### src/rtl/load_store_unit.sv
`timescale 1ns / 1ps
// load_store_unit: CPU-side initiator for a word-addressed data memory.
// Takes RV32I load/store requests with byte addresses and turns them into
// word-indexed read/write strobes. Sub-word stores are done as a
// read-modify-write. Loads are sign- or zero-extended.
//
// Optional feature: define LSU_BOUNDS_CHECK_EN to flag any request whose
// word index is >= MEM_WORDS as an error.
//
// Ports:
//   clk, rst_n            clock, async active-low reset
//   req_valid/req_ready   request handshake (ready only while idle)
//   req_we                1 = store, 0 = load
//   req_funct3            RV32I width/sign code
//   req_addr, req_wdata   byte address, right-aligned store data
//   resp_valid            one-cycle completion pulse
//   resp_rdata            extended load data (0 for stores and errors)
//   resp_error            misaligned, illegal funct3 or out of range
//   mem_addr              word index {2'b00, byte_addr[31:2]}
//   mem_write_data        full word to write
//   mem_memwrite          write strobe
//   mem_memread           read strobe
//   mem_read_data         combinational memory read word
module load_store_unit #(
  parameter int unsigned MEM_WORDS = 8192
) (
  input  logic        clk,
  input  logic        rst_n,
  input  logic        req_valid,
  output logic        req_ready,
  input  logic        req_we,
  input  logic [2:0]  req_funct3,
  input  logic [31:0] req_addr,
  input  logic [31:0] req_wdata,
  output logic        resp_valid,
  output logic [31:0] resp_rdata,
  output logic        resp_error,
  output logic [31:0] mem_addr,
  output logic [31:0] mem_write_data,
  output logic        mem_memwrite,
  output logic        mem_memread,
  input  logic [31:0] mem_read_data
);

  typedef enum logic [1:0] {StIdle, StRead, StWrite, StResp} state_e;

  state_e      state_q, state_d;
  logic [1:0]  off_q;
  logic [2:0]  funct3_q;
  logic        we_q;
  logic        err_q;
  logic [15:0] wdata_lo_q;
  logic [31:0] mem_addr_q, mem_addr_d;
  logic [31:0] mem_wdata_q, mem_wdata_d;
  logic [31:0] rdata_q, rdata_d;

  logic        f3_legal, misaligned, range_err, req_err;
  logic [7:0]  lane_byte;
  logic [15:0] lane_half;
  logic [31:0] load_ext, merged;

  // Request decode, evaluated on the live inputs at accept time.
  always_comb begin
    f3_legal = 1'b0;
    case (req_funct3)
      3'b000, 3'b001, 3'b010: f3_legal = 1'b1;
      3'b100, 3'b101:         f3_legal = ~req_we;
      default:                f3_legal = 1'b0;
    endcase
    misaligned = ((req_funct3[1:0] == 2'b01) && req_addr[0]) ||
                 ((req_funct3[1:0] == 2'b10) && (req_addr[1:0] != 2'b00));
  end

`ifdef LSU_BOUNDS_CHECK_EN
  assign range_err = ({2'b00, req_addr[31:2]} >= 32'(MEM_WORDS));
`else
  logic unused_mem_words;
  assign unused_mem_words = ^MEM_WORDS;
  assign range_err = 1'b0;
`endif

  assign req_err = ~f3_legal | misaligned | range_err;

  // Lane extraction and extension for loads, lane merge for sub-word stores.
  always_comb begin
    case (off_q)
      2'd0:    lane_byte = mem_read_data[7:0];
      2'd1:    lane_byte = mem_read_data[15:8];
      2'd2:    lane_byte = mem_read_data[23:16];
      default: lane_byte = mem_read_data[31:24];
    endcase
    lane_half = off_q[1] ? mem_read_data[31:16] : mem_read_data[15:0];

    case (funct3_q)
      3'b000:  load_ext = {{24{lane_byte[7]}}, lane_byte};
      3'b001:  load_ext = {{16{lane_half[15]}}, lane_half};
      3'b100:  load_ext = {24'h0, lane_byte};
      3'b101:  load_ext = {16'h0, lane_half};
      default: load_ext = mem_read_data;
    endcase

    merged = mem_read_data;
    if (!funct3_q[0]) begin
      case (off_q)
        2'd0:    merged[7:0]   = wdata_lo_q[7:0];
        2'd1:    merged[15:8]  = wdata_lo_q[7:0];
        2'd2:    merged[23:16] = wdata_lo_q[7:0];
        default: merged[31:24] = wdata_lo_q[7:0];
      endcase
    end else if (off_q[1]) begin
      merged[31:16] = wdata_lo_q;
    end else begin
      merged[15:0] = wdata_lo_q;
    end
  end

  always_comb begin
    state_d     = state_q;
    mem_addr_d  = mem_addr_q;
    mem_wdata_d = mem_wdata_q;
    rdata_d     = rdata_q;
    case (state_q)
      StIdle: begin
        if (req_valid) begin
          if (req_err) begin
            state_d = StResp;
            rdata_d = 32'h0;
          end else begin
            mem_addr_d = {2'b00, req_addr[31:2]};
            if (req_we && (req_funct3 == 3'b010)) begin
              state_d     = StWrite;
              mem_wdata_d = req_wdata;
            end else begin
              state_d = StRead;
            end
          end
        end
      end
      StRead: begin
        if (we_q) begin
          state_d     = StWrite;
          mem_wdata_d = merged;
        end else begin
          state_d = StResp;
          rdata_d = load_ext;
        end
      end
      StWrite: begin
        state_d = StResp;
        rdata_d = 32'h0;
      end
      default: state_d = StIdle;
    endcase
  end

  always_ff @(posedge clk or negedge rst_n) begin
    if (!rst_n) begin
      state_q     <= StIdle;
      off_q       <= 2'b00;
      funct3_q    <= 3'b000;
      we_q        <= 1'b0;
      err_q       <= 1'b0;
      wdata_lo_q  <= 16'h0;
      mem_addr_q  <= 32'h0;
      mem_wdata_q <= 32'h0;
      rdata_q     <= 32'h0;
    end else begin
      state_q     <= state_d;
      mem_addr_q  <= mem_addr_d;
      mem_wdata_q <= mem_wdata_d;
      rdata_q     <= rdata_d;
      if ((state_q == StIdle) && req_valid) begin
        off_q      <= req_addr[1:0];
        funct3_q   <= req_funct3;
        we_q       <= req_we;
        err_q      <= req_err;
        wdata_lo_q <= req_wdata[15:0];
      end
    end
  end

  // Gated by rst_n so every output reads 0 while reset is held.
  assign req_ready      = (state_q == StIdle) & rst_n;
  assign resp_valid     = (state_q == StResp);
  assign resp_error     = (state_q == StResp) & err_q;
  assign resp_rdata     = rdata_q;
  assign mem_addr       = mem_addr_q;
  assign mem_write_data = mem_wdata_q;
  assign mem_memread    = (state_q == StRead);
  assign mem_memwrite   = (state_q == StWrite);

endmodule

### config.mk
export PLATFORM = sky130hd
export DESIGN_NAME = load_store_unit
export DESIGN_NICKNAME = d
export VERILOG_FILES = /design/src/rtl/load_store_unit.sv
export SDC_FILE = /design/constraint.sdc
export NUM_CORES = 1
export LEC_CHECK = 0
export ABC_AREA = 1
export CORE_UTILIZATION = 44
export DETAILED_ROUTE_END_ITERATION = 10
export GPL_TIMING_DRIVEN = 0
export HOLD_SLACK_MARGIN = 0.02
export PLACE_DENSITY = 0.82
export SYNTH_ARGS = -nofsm -noshare
export SYNTH_HDL_FRONTEND = slang
export SYNTH_SLANG_ARGS = --single-unit
### constraint.sdc
create_clock -name clk -period 1.7 [get_ports clk]
set_clock_uncertainty 0.15 [all_clocks]
set_input_delay 0.34 -clock clk [delete_from_list [all_inputs] [get_ports clk]]
set_output_delay 0.34 -clock clk [all_outputs]
set_load 0.01 [all_outputs]
==> impl_metrics.toml <==
[run_status]
status = "finished, violations left"
violations = "negative hold slack, negative setup slack"

[pwr]
max-vdd-ir-drop_uv = 1040
power.total_mw = 20.4
p_per_area_nw_per_um2 = 1920
p_leak_nw = 5.63

[global_routing]
groute.usage.overall_pct = 32.4
grt_max_degree = 82
antenna_found_initial = 0
grt_pass1_vias = 7495
grt_first_pass_wirelength_um = 39900
grt_overflow = 0

[detailed_routing]
dr.pass1.iters = 5
vias = 8147
avgRoutedWirePerCell_um = 17.5
wl_um = 26700
final_antenna_net_count = 0
drtIter0Drc = 972
vias_per_cell = 5.34
drc = 0

[floorplan]
chipWidth_um = 128
chipHeight_um = 128
io_pins = 204
die_area_um2 = 16300
start_util_pct = 45.4
fp.coreArea_um2 = 15300
rows = 45

[worst_setup_path]
cp-end-kind = "register"
worstReg2RegStart = "state_q[1]"
arrival_ns = 2.08
cp.required_ns = 1.85
path_class = "register to register"
critical_path.max_fanout = 8
crit_start = "state_q[1]"
worst_setup_path_start_kind = "register"

[sta]
whs_ns = -0.315
setup_viol = 100
rsz0062_at_grt = "yes"
totalNegativeSetupSlack_ns = -13.05
maxSlewHeadroom_pct = 58.2
drv_slew = 0
worst_slack_ns = -0.225
hold_viol = 39
period_share_pct = 113
min_period_ns = 1.93
fmax_ghz = 0.519
worst_pin_slew_ns = 0.625

[synthesis]
ys.flop_type = "dfrtp_1"
async_reset_ff_share_pct = 100
synthTopCellsByArea = "dfrtp_1 43%, nand2_1 26%, nand3_1 8.2%"
synth_warnings = 0
synth_area_leader_cell = "dfrtp_1"
synth-edff-count = 0
synth_seq_cells = 119
synthCells = 1048
synth_top_cell_area_share_pct = 42.8
synth.avg_cell_area_um2 = 6.63
synth_cell_types = 28
yosysSeqAreaShare_pct = 42.8
syn_area_um2 = 6950

[layout]
nNetsFinal = 1410
fill_cells = 1293
layout-drive-gt1-share_pct = 18.3
multiInputGateArea_um2 = 3840
syn_to_final_growth_pct = 52.8
regArea_um2 = 2980
fin_area_um2 = 10600
n_antenna_cell = 0
final_util_pct = 69.4

[placed_design]
dpl_cell_area_um2 = 9290
place_ws_ns = -0.623
gp_congestion = 0.977
portBuffers = 201
dp_hpwl_um = 18700

[clock_tree]
cts_root_buf = "clkbuf_16"
clock_sinks = 119
clock_latency_ns = 0.43
cts_buffer_depth = 2
cts_tree = "built"
htreeDepth = 4
cts_buffers = 17
path_clk_slew_ns = 0.06

[min_path]
hold_class = "primary input to asynchronous set/reset pin"

[job]
max_cap_violations = 0
## where the power goes
part	switching [mW]	internal, mW
clock	1.35	2.12
combinational	7.00	4.85
sequential	1.03	4.03
## routing by layer
metal / GRT usage [%] / vias to the layer above / routed length (um)
met5: 0 / - / 0
met4: 12.2 / 0 / 863
li1: - / 3831 / -
met1: 42.3 / 3764 / 10700
met2: 51.6 / 480 / 12400
met3: 8.64 / 72 / 2770
## layout make-up
cell class	count	share of cell area [%]
clock buffers	21	4.43
repair buffers	236	21.9
clock inverters	11	0.942
inverters	48	1.81
plain buffers	62	4.24
well taps	211	2.48
multi-input cells	818	36.1
flip-flops and latches	119	28.0
repair inverters	1	0.106
## path summary, 6_finish.rpt
kind / to / slack (ns) / cells after the start
min: resp_rdata[26] / -0.32 / 1
min in group clk: funct3_q[1] / 0.17 / 3
min reg2reg: resp_rdata[11] / 0.32 / 2
max in group asynchronous: mem_addr[17] / 1.10 / 2
max: mem_write_data[13] / -0.23 / 10
max reg2reg: mem_write_data[13] / -0.23 / 10
## cell usage after synthesis, types with 6 or more instances
cell type,number
buf_1,7
dfrtp_1,119
clkbuf_1,20
o21ai_1,6
nand4_1,18
nand3_1,114
o21ai_0,47
a21oi_1,33
nand2_1,490
inv_1,44
nor2_1,89
buf_4,8
buf_2,27
## per-stage QoR
stage	cells	hold slack [ns]
final	1527	-0.315
after global routing	1527	-0.292
after detailed placement	1462	0.118
after global placement	1461	0.302
after floorplan	1049	-0.106
after CTS	1515	-0.327
## kinds of logic (layout without fill, tap and decap cells)
kind of cell / Yosys count / after routing / synth area share, %
AOI/OAI and AO/OA: 90 / 90 / 6.68
adders and majority gates: 4 / 4 / 0.720
buffers and inverters: 112 / 379 / 7.18
DFF: 119 / 119 / 42.8
other: 1 / 2 / 0.0539
and+or+nand+nor: 722 / 722 / 42.5
## sequential cells by signal, indices dropped and copies added (netlist names)
signal          flops
funct3_q            3
mem_write_data     32
wdata_lo_q         16
err_q               1
mem_addr           30
resp_rdata         32
off_q               2
we_q                1
state_q             2
## critical path, stage by stage, from the launching register on
cell	delay, ns
dfrtp_1	0.41
inv_2	0.11
ha_4	0.15
buf_8	0.12
inv_8	0.04
o21ai_4	0.13
buf_12	0.12
nand3b_4	0.21
buf_6	0.22
nand2_2	0.06
nand2_1	0.05
## cells in the final DEF, fill, tap and decap left out, types with 4 or more instances in the layout
cell / synthesis / routed
o21ai_1: 6 / 8
nor2_2: 1 / 4
inv_2: 4 / 6
buf_12: 0 / 4
buf_6: 2 / 26
clkdlybuf4s50_1: 0 / 100
nor2_1: 89 / 85
clkinvlp_4: 0 / 5
nand2_1: 490 / 411
clkbuf_1: 20 / 6
nand2_4: 1 / 7
buf_8: 0 / 4
nand3_1: 114 / 114
buf_4: 8 / 30
inv_1: 44 / 40
clkbuf_2: 0 / 9
ha_4: 0 / 4
a21oi_1: 33 / 30
o21ai_0: 47 / 45
nand4_1: 18 / 18
dlygate4sd2_1: 0 / 94
dfrtp_1: 119 / 118
buf_2: 27 / 17
nand2_2: 3 / 75
clkbuf_16: 0 / 20
## repair_timing
action / in CTS / in global routing
gates cloned: 5 / 6
endpoints found under the setup margin: 216 / 111
resized for setup: 218 / 102
setup buffers: 16 / 8
hold endpoints to repair: 39 / 39
pin swaps: 25 / 23
(Power assumes the default switching activity.)
